==> src/rtl/inst_fetch.sv <==
// Instruction fetch stage: single-outstanding imem requests, registered
// decode output with a one-entry skid buffer and redirect handling.
module inst_fetch #(
  parameter logic [31:0] RESET_PC = 32'h0000_0000
) (
  input  logic        clk,
  input  logic        rst_n,
  output logic        imem_req_valid,
  input  logic        imem_req_ready,
  output logic [31:0] imem_addr,
  input  logic        imem_rsp_valid,
  input  logic [31:0] imem_rsp_data,
  input  logic        stall,
  input  logic        redirect_valid,
  input  logic [31:0] redirect_pc,
  output logic        id_valid,
  output logic [31:0] id_inst,
  output logic [31:0] id_pc
);

  typedef enum logic [2:0] {
    S_IDLE,
    S_REQ,
    S_WAIT,
    S_HOLD,
    S_DROP
  } state_e;

  localparam logic [31:0] ALIGN = 32'hFFFF_FFFC;

  state_e      state_q, state_d;
  logic [31:0] pc_q, pc_d;
  logic [31:0] addr_q, addr_d;
  logic        id_valid_q, id_valid_d;
  logic [31:0] id_inst_q, id_inst_d;
  logic [31:0] id_pc_q, id_pc_d;
  logic [31:0] skid_inst_q, skid_inst_d;
  logic [31:0] skid_pc_q, skid_pc_d;

  logic        xfer;
  logic [31:0] pc_inc;

  assign xfer   = id_valid_q & ~stall;
  assign pc_inc = pc_q + 32'd4;

  always_ff @(posedge clk or negedge rst_n) begin
    if (!rst_n) begin
      state_q <= S_IDLE;
    end else begin
      state_q <= state_d;
    end
  end

  always_ff @(posedge clk or negedge rst_n) begin
    if (!rst_n) begin
      pc_q        <= RESET_PC & ALIGN;
      addr_q      <= '0;
      id_valid_q  <= 1'b0;
      id_inst_q   <= '0;
      id_pc_q     <= '0;
      skid_inst_q <= '0;
      skid_pc_q   <= '0;
    end else begin
      pc_q        <= pc_d;
      addr_q      <= addr_d;
      id_valid_q  <= id_valid_d;
      id_inst_q   <= id_inst_d;
      id_pc_q     <= id_pc_d;
      skid_inst_q <= skid_inst_d;
      skid_pc_q   <= skid_pc_d;
    end
  end

  always_comb begin
    state_d     = state_q;
    pc_d        = pc_q;
    addr_d      = imem_addr;
    id_valid_d  = id_valid_q & ~xfer;
    id_inst_d   = id_inst_q;
    id_pc_d     = id_pc_q;
    skid_inst_d = skid_inst_q;
    skid_pc_d   = skid_pc_q;
    if (redirect_valid) begin
      id_valid_d = 1'b0;
      pc_d       = redirect_pc & ALIGN;
      // An accepted or still-pending request must have its response dropped
      unique case (state_q)
        S_REQ:   state_d = imem_req_ready ? S_DROP : S_REQ;
        S_WAIT:  state_d = imem_rsp_valid ? S_REQ : S_DROP;
        S_DROP:  state_d = imem_rsp_valid ? S_REQ : S_DROP;
        default: state_d = S_REQ;
      endcase
    end else begin
      unique case (state_q)
        S_IDLE: state_d = S_REQ;
        S_REQ: begin
          if (imem_req_ready) state_d = S_WAIT;
        end
        S_WAIT: begin
          if (imem_rsp_valid) begin
            pc_d = pc_inc;
            if (!id_valid_q || xfer) begin
              id_valid_d = 1'b1;
              id_inst_d  = imem_rsp_data;
              id_pc_d    = pc_q;
              state_d    = S_REQ;
            end else begin
              skid_inst_d = imem_rsp_data;
              skid_pc_d   = pc_q;
              state_d     = S_HOLD;
            end
          end
        end
        S_HOLD: begin
          if (xfer) begin
            id_valid_d = 1'b1;
            id_inst_d  = skid_inst_q;
            id_pc_d    = skid_pc_q;
            state_d    = S_REQ;
          end
        end
        S_DROP: begin
          if (imem_rsp_valid) state_d = S_REQ;
        end
        default: state_d = S_IDLE;
      endcase
    end
  end

  always_comb begin
    imem_req_valid = (state_q == S_REQ);
    imem_addr      = imem_req_valid ? pc_q : addr_q;
    id_valid       = id_valid_q;
    id_inst        = id_inst_q;
    id_pc          = id_pc_q;
  end

endmodule

==> config.mk <==
export PLATFORM = sky130hd
export DESIGN_NAME = inst_fetch
export DESIGN_NICKNAME = d
export VERILOG_FILES = /design/src/rtl/inst_fetch.sv
export SDC_FILE = /design/constraint.sdc
export NUM_CORES = 1
export LEC_CHECK = 0
export BUFFER_PORTS_ARGS = -buffer_cell sky130_fd_sc_hd__buf_2
export CORE_UTILIZATION = 52
export DETAILED_ROUTE_END_ITERATION = 12
export PLACE_DENSITY = 0.75
export SYNTH_ARGS = -nofsm -noshare
export SYNTH_HDL_FRONTEND = slang
export SYNTH_SLANG_ARGS = --single-unit
==> constraint.sdc <==
create_clock -name clk -period 3 [get_ports clk]
set_clock_uncertainty 0.15 [all_clocks]
set_input_delay 0.6 -clock clk [delete_from_list [all_inputs] [get_ports clk]]
set_output_delay 0.6 -clock clk [all_outputs]
set_load 0.02 [all_outputs]
# == Word-level counts from Yosys, hierarchy flattened ==
# Index checks and enable logic that the tools add are counted.
# op_classes
n_addsub,1
eq_ne,11
bitwise_logic,6
n_reduce_logical,11
n_mux,27
# ops
cell,n
$mux 32,10
$pmux 32 s2,2
$add 32x3->32 const B,1
$mux 3,7
$pmux 3 s5,1
$ne 3x3->1 const B,3
$reduce_and 4->1,2
$eq 3x2->1 const B,2
$ne 2x2->1 const B,3
$pmux 3 s2,1
$reduce_bool 2->1,3
$reduce_and 5->1,1
$mux 1,4
$not 1->1,4
$eq 3x1->1 const B,1
$eq 3x3->1 const B,1
$logic_not 3->1,1
$ne 3x1->1 const B,1
$and 1x1->1,2
$mux 2,1
$pmux 1 s2,1
$reduce_and 2->1,1
$reduce_or 2->1,1
$logic_not 1->1,1
$logic_or 1x1->1,1
# totals
inputBits,70
output_inout_bits,98
word_cells,64
ff_bits,196

# == Depth between registers and ports, before layout ==
# logic_depth
depth_word,8
depth_mapped,7
ltp_nobuf,5

# == Worst setup path before layout ==
# Ideal clock, no wire load.
# synth_path
path_type,register -> output
startpoint,register state_q[1]
endpoint,output port imem_addr[26]
stages_incl_launch_ff,6
n_path_buf,2
setup_slack_ps,440
arrival_time_ps,1810
required_time_ps,2250
path_cell_list,dfrtp_1 nor2_1 and2_1 clkbuf_1 clkbuf_1 mux2_2
# synth_via
elab_chain_len,2
# synth_lines
element,line,rtl
from (decl),31,"state_e state_q, state_d;"
from (signal assigned),50,state_q <= state_d;
$eq 3x1->1,131,imem_req_valid = (state_q == S_REQ);
via imem_req_valid,8,"output logic imem_req_valid,"
$mux 32,132,imem_addr = imem_req_valid ? pc_q : addr_q;
to (decl),10,"output logic [31:0] imem_addr,"
# The timed path passes the listed nets, and every way through them passes these cells.

# == Worst setup path after layout ==
# layout_path
startpoint,register state_q[1]
endpoint,output port imem_addr[14]
# layout_via
elab_chain_len,2
# layout_lines
element,line
$eq 3x1->1,131
$mux 32,132
# No other way between the ends.

==> flow_summary.ini <==
[synth]
synth_edf_count = 0
synth_top_area_share = 0.571
yosys-top-cells-count = 190 x dfrtp_1, 93 x mux2_2, 86 x nor2_1
synth_flop_cell = dfrtp_1
synth_area_leaders = dfrtp_1 57%, mux2_2 13%, mux2i_1 7.6%
async_flop_share = 1.00
synth.most_common_cell = dfrtp_1
ys_warn_count = 0
syn_area_sq_um = 8320
yosys.area.top_type = dfrtp_1
synth.distinct_cells = 44
syn_avg_cell_area_sq_um = 11.7
synth-seq-cells = 190
synth_cells = 714
synth-seq-area-share = 0.571

[grt]
grt_pass1_wl_microns = 29800
track_usage = 0.233
grt_pass1_vias = 6024
antenna_found_initial = 2
globalRouteOverflowTotal = 0
grt_max_degree = 68

[layout]
drive_gt1_frac = 0.353
nets = 927
finalNonFillerCells = 1081
syn_to_final_growth_pct = 20.1
stdcell_area_sq_um = 10000

[sta]
rsz0062_at_grt = no
slew_headroom = 0.555
period_share = 0.938
worstMarginPinSlew_ns = 0.659
setup_viol = 0
period_minus_slack_ns = 2.81
hold_viol_final = 6
slew_viol_final = 0
tns_ns = 0
setup_slack_ns = 0.185
timing.hold.ws_ns = -0.00601
fmax_mhz = 355

[worst_setup_path]
cp_num_buf_inv = 2
cpPeakStageDelay_ns = 0.43
cp.required_ns = 2.25
r2r_start = state_q[0]$_DFFE_PN0P_
cp_top_family = buffers and inverters
critical_path_class = flip-flop to output pin
cp-end-kind = output pin
reg2reg_slack_ns = 0.40
crit_fanout = 22
crit_path_start_kind = flip-flop
reg2reg_depth = 4
path_cells = nor2_1, and2_2, buf_4, mux2_2, buf_2
cp.arrival_ns = 2.06
worstReg2RegEnd = pc_q[29]$_DFFE_PN0P_
cp_slowest_cell = dfrtp_1

[pwr]
irDropWorstVdd_v = 0.000506
sw_frac_of_total = 0.361
clkPwrFrac = 0.259
p_int_w = 0.00582
power.switching_w = 0.00329
p_leak_nw = 5.02
power.density_nw_per_um2 = 911
share_comb_of_total_power = 0.346
p_seq_frac = 0.395

[detailed_routing]
vias = 6116
first_pass_iters = 5
ant_nets = 0
drcViolationCount = 0
routed_wirelength_microns = 18600
drt_iter0_drc = 408
vias_per_cell = 5.66
wl_per_cell_microns = 17.2

[clock_network]
cts_buffers = 17
cts.sinks = 190
clk_latency_ns = 0.43
htreeDepth = 4
ctsHoldBuffers = 0
cts.clk_slew.worst_paths_ns = 0.07
clockBufferDepth = 2
clock-root-buffer = clkbuf_16
cts_resized = 0
cts_tree = built
cts_setup_buffers = 0

[floorplanning]
die_h_microns = 129
rows = 45
die_w_microns = 129
design.core.area_sq_um = 15400
pin_count = 168
initial_core_util = 0.540
die_area_sq_um = 16500

[place]
placed_cell_area_sq_um = 9370
port_buffers = 163
place_ws_ns = 0.266
dp_hpwl_microns = 12700
routabilityCongestion = 0.784
dp_cells = 1048

[outcome]
status = finished with violations
violations = hold timing

[run]
maxCapViolCount = 0

[hold_path]
hp-class = input port to async pin
[cells in the final DEF (no fill, tap or decap), types with 2 or more instances in the layout]
cell type,n
dfrtp_1,190
buf_2,162
mux2_2,93
nor2_1,86
a21oi_1,66
mux2i_1,63
nand2_1,28
clkbuf_16,17
or4_1,15
o31ai_1,14
a31oi_1,14
nand3_1,13
o21ai_0,12
nand4_1,9
xnor2_1,7
nor4_1,6
buf_12,6
buf_4,6
nor3_1,5
nor2b_1,4
inv_1,4
clkinvlp_4,4
clkbuf_8,4
a22oi_1,3
and3_1,3
bufinv_16,3
inv_6,3
diode_2,2
or3_1,2
a221o_1,2
xor2_1,2
conb_1,2
[state kept, by name, indices dropped and copies added (netlist names)]
name / flops
id_inst: 32
id_valid: 1
id_pc: 30
state_q: 3
pc_q: 30
addr_q: 32
skid_inst_q: 32
skid_pc_q: 30
[layer usage]
metal	up-vias	part of all wire	wire, microns	GRT usage
met4	2	0.018	330	0.0844
met5	-	0.00070	13	0
li1	2838	-	-	-
met1	3070	0.45	8330	0.306
met3	27	0.050	925	0.0516
met2	179	0.48	8990	0.382
[how the worst max path moves through the flow]
stage / start / endpoint / slack [ns] / depth (start not counted)
detailed placement: imem_rsp_valid / pc_q[29]$_DFFE_PN0P_ / 0.27 / 5
finish: state_q[1]$_DFFE_PN0P_ / imem_addr[14] / 0.19 / 5
global placement: imem_rsp_valid / pc_q[29]$_DFFE_PN0P_ / 0.36 / 5
CTS: state_q[1]$_DFFE_PN0P_ / imem_addr[14] / 0.20 / 5
floorplan: state_q[1]$_DFFE_PN0P_ / imem_addr[26] / 0.44 / 5
global route: state_q[1]$_DFFE_PN0P_ / imem_addr[14] / 0.06 / 5
[power by group through the flow]
| stage | combinational (W) | sequential (W) | clock (W) |
|---|---|---|---|
| global placement | 0.00308 | 0.00359 | 0 |
| global route | 0.00340 | 0.00369 | 0.00251 |
| finish | 0.00315 | 0.00360 | 0.00236 |
| floorplan | 0.00161 | 0.00407 | 0 |
| detailed placement | 0.00316 | 0.00365 | 0 |
| CTS | 0.00318 | 0.00361 | 0.00240 |
[cells by family after synthesis]
group | count (synthesis) | share of synthesized area
AO/OA/AOI/OAI | 115 | 0.0795
XOR/XNOR | 9 | 0.00947
adder cells (fa/ha/maj) | 1 | 0.00150
buffers and inverters | 58 | 0.0296
flip-flops | 190 | 0.571
multiplexers | 156 | 0.202
other | 1 | 0.000450
AND/OR/NAND/NOR | 184 | 0.107
[stage by stage]
step                      utilization  power, W
after floorplan                     -   0.00569
after global placement          0.607   0.00667
after detailed placement        0.607   0.00682
after CTS                       0.648   0.00919
after global routing            0.648   0.00959
final                           0.648   0.00911
[area by class of cell]
cell class              instances  area, sq um
clock inverters                11          155
repair buffers                175          990
clock buffers                  20          467
inverters                       5         18.8
flip-flops and latches        190         4750
multi-input cells             467         3340
fillers                      1241         5430
well taps                     211          264
diodes                          2         5.00
(Power assumes the default switching activity.)
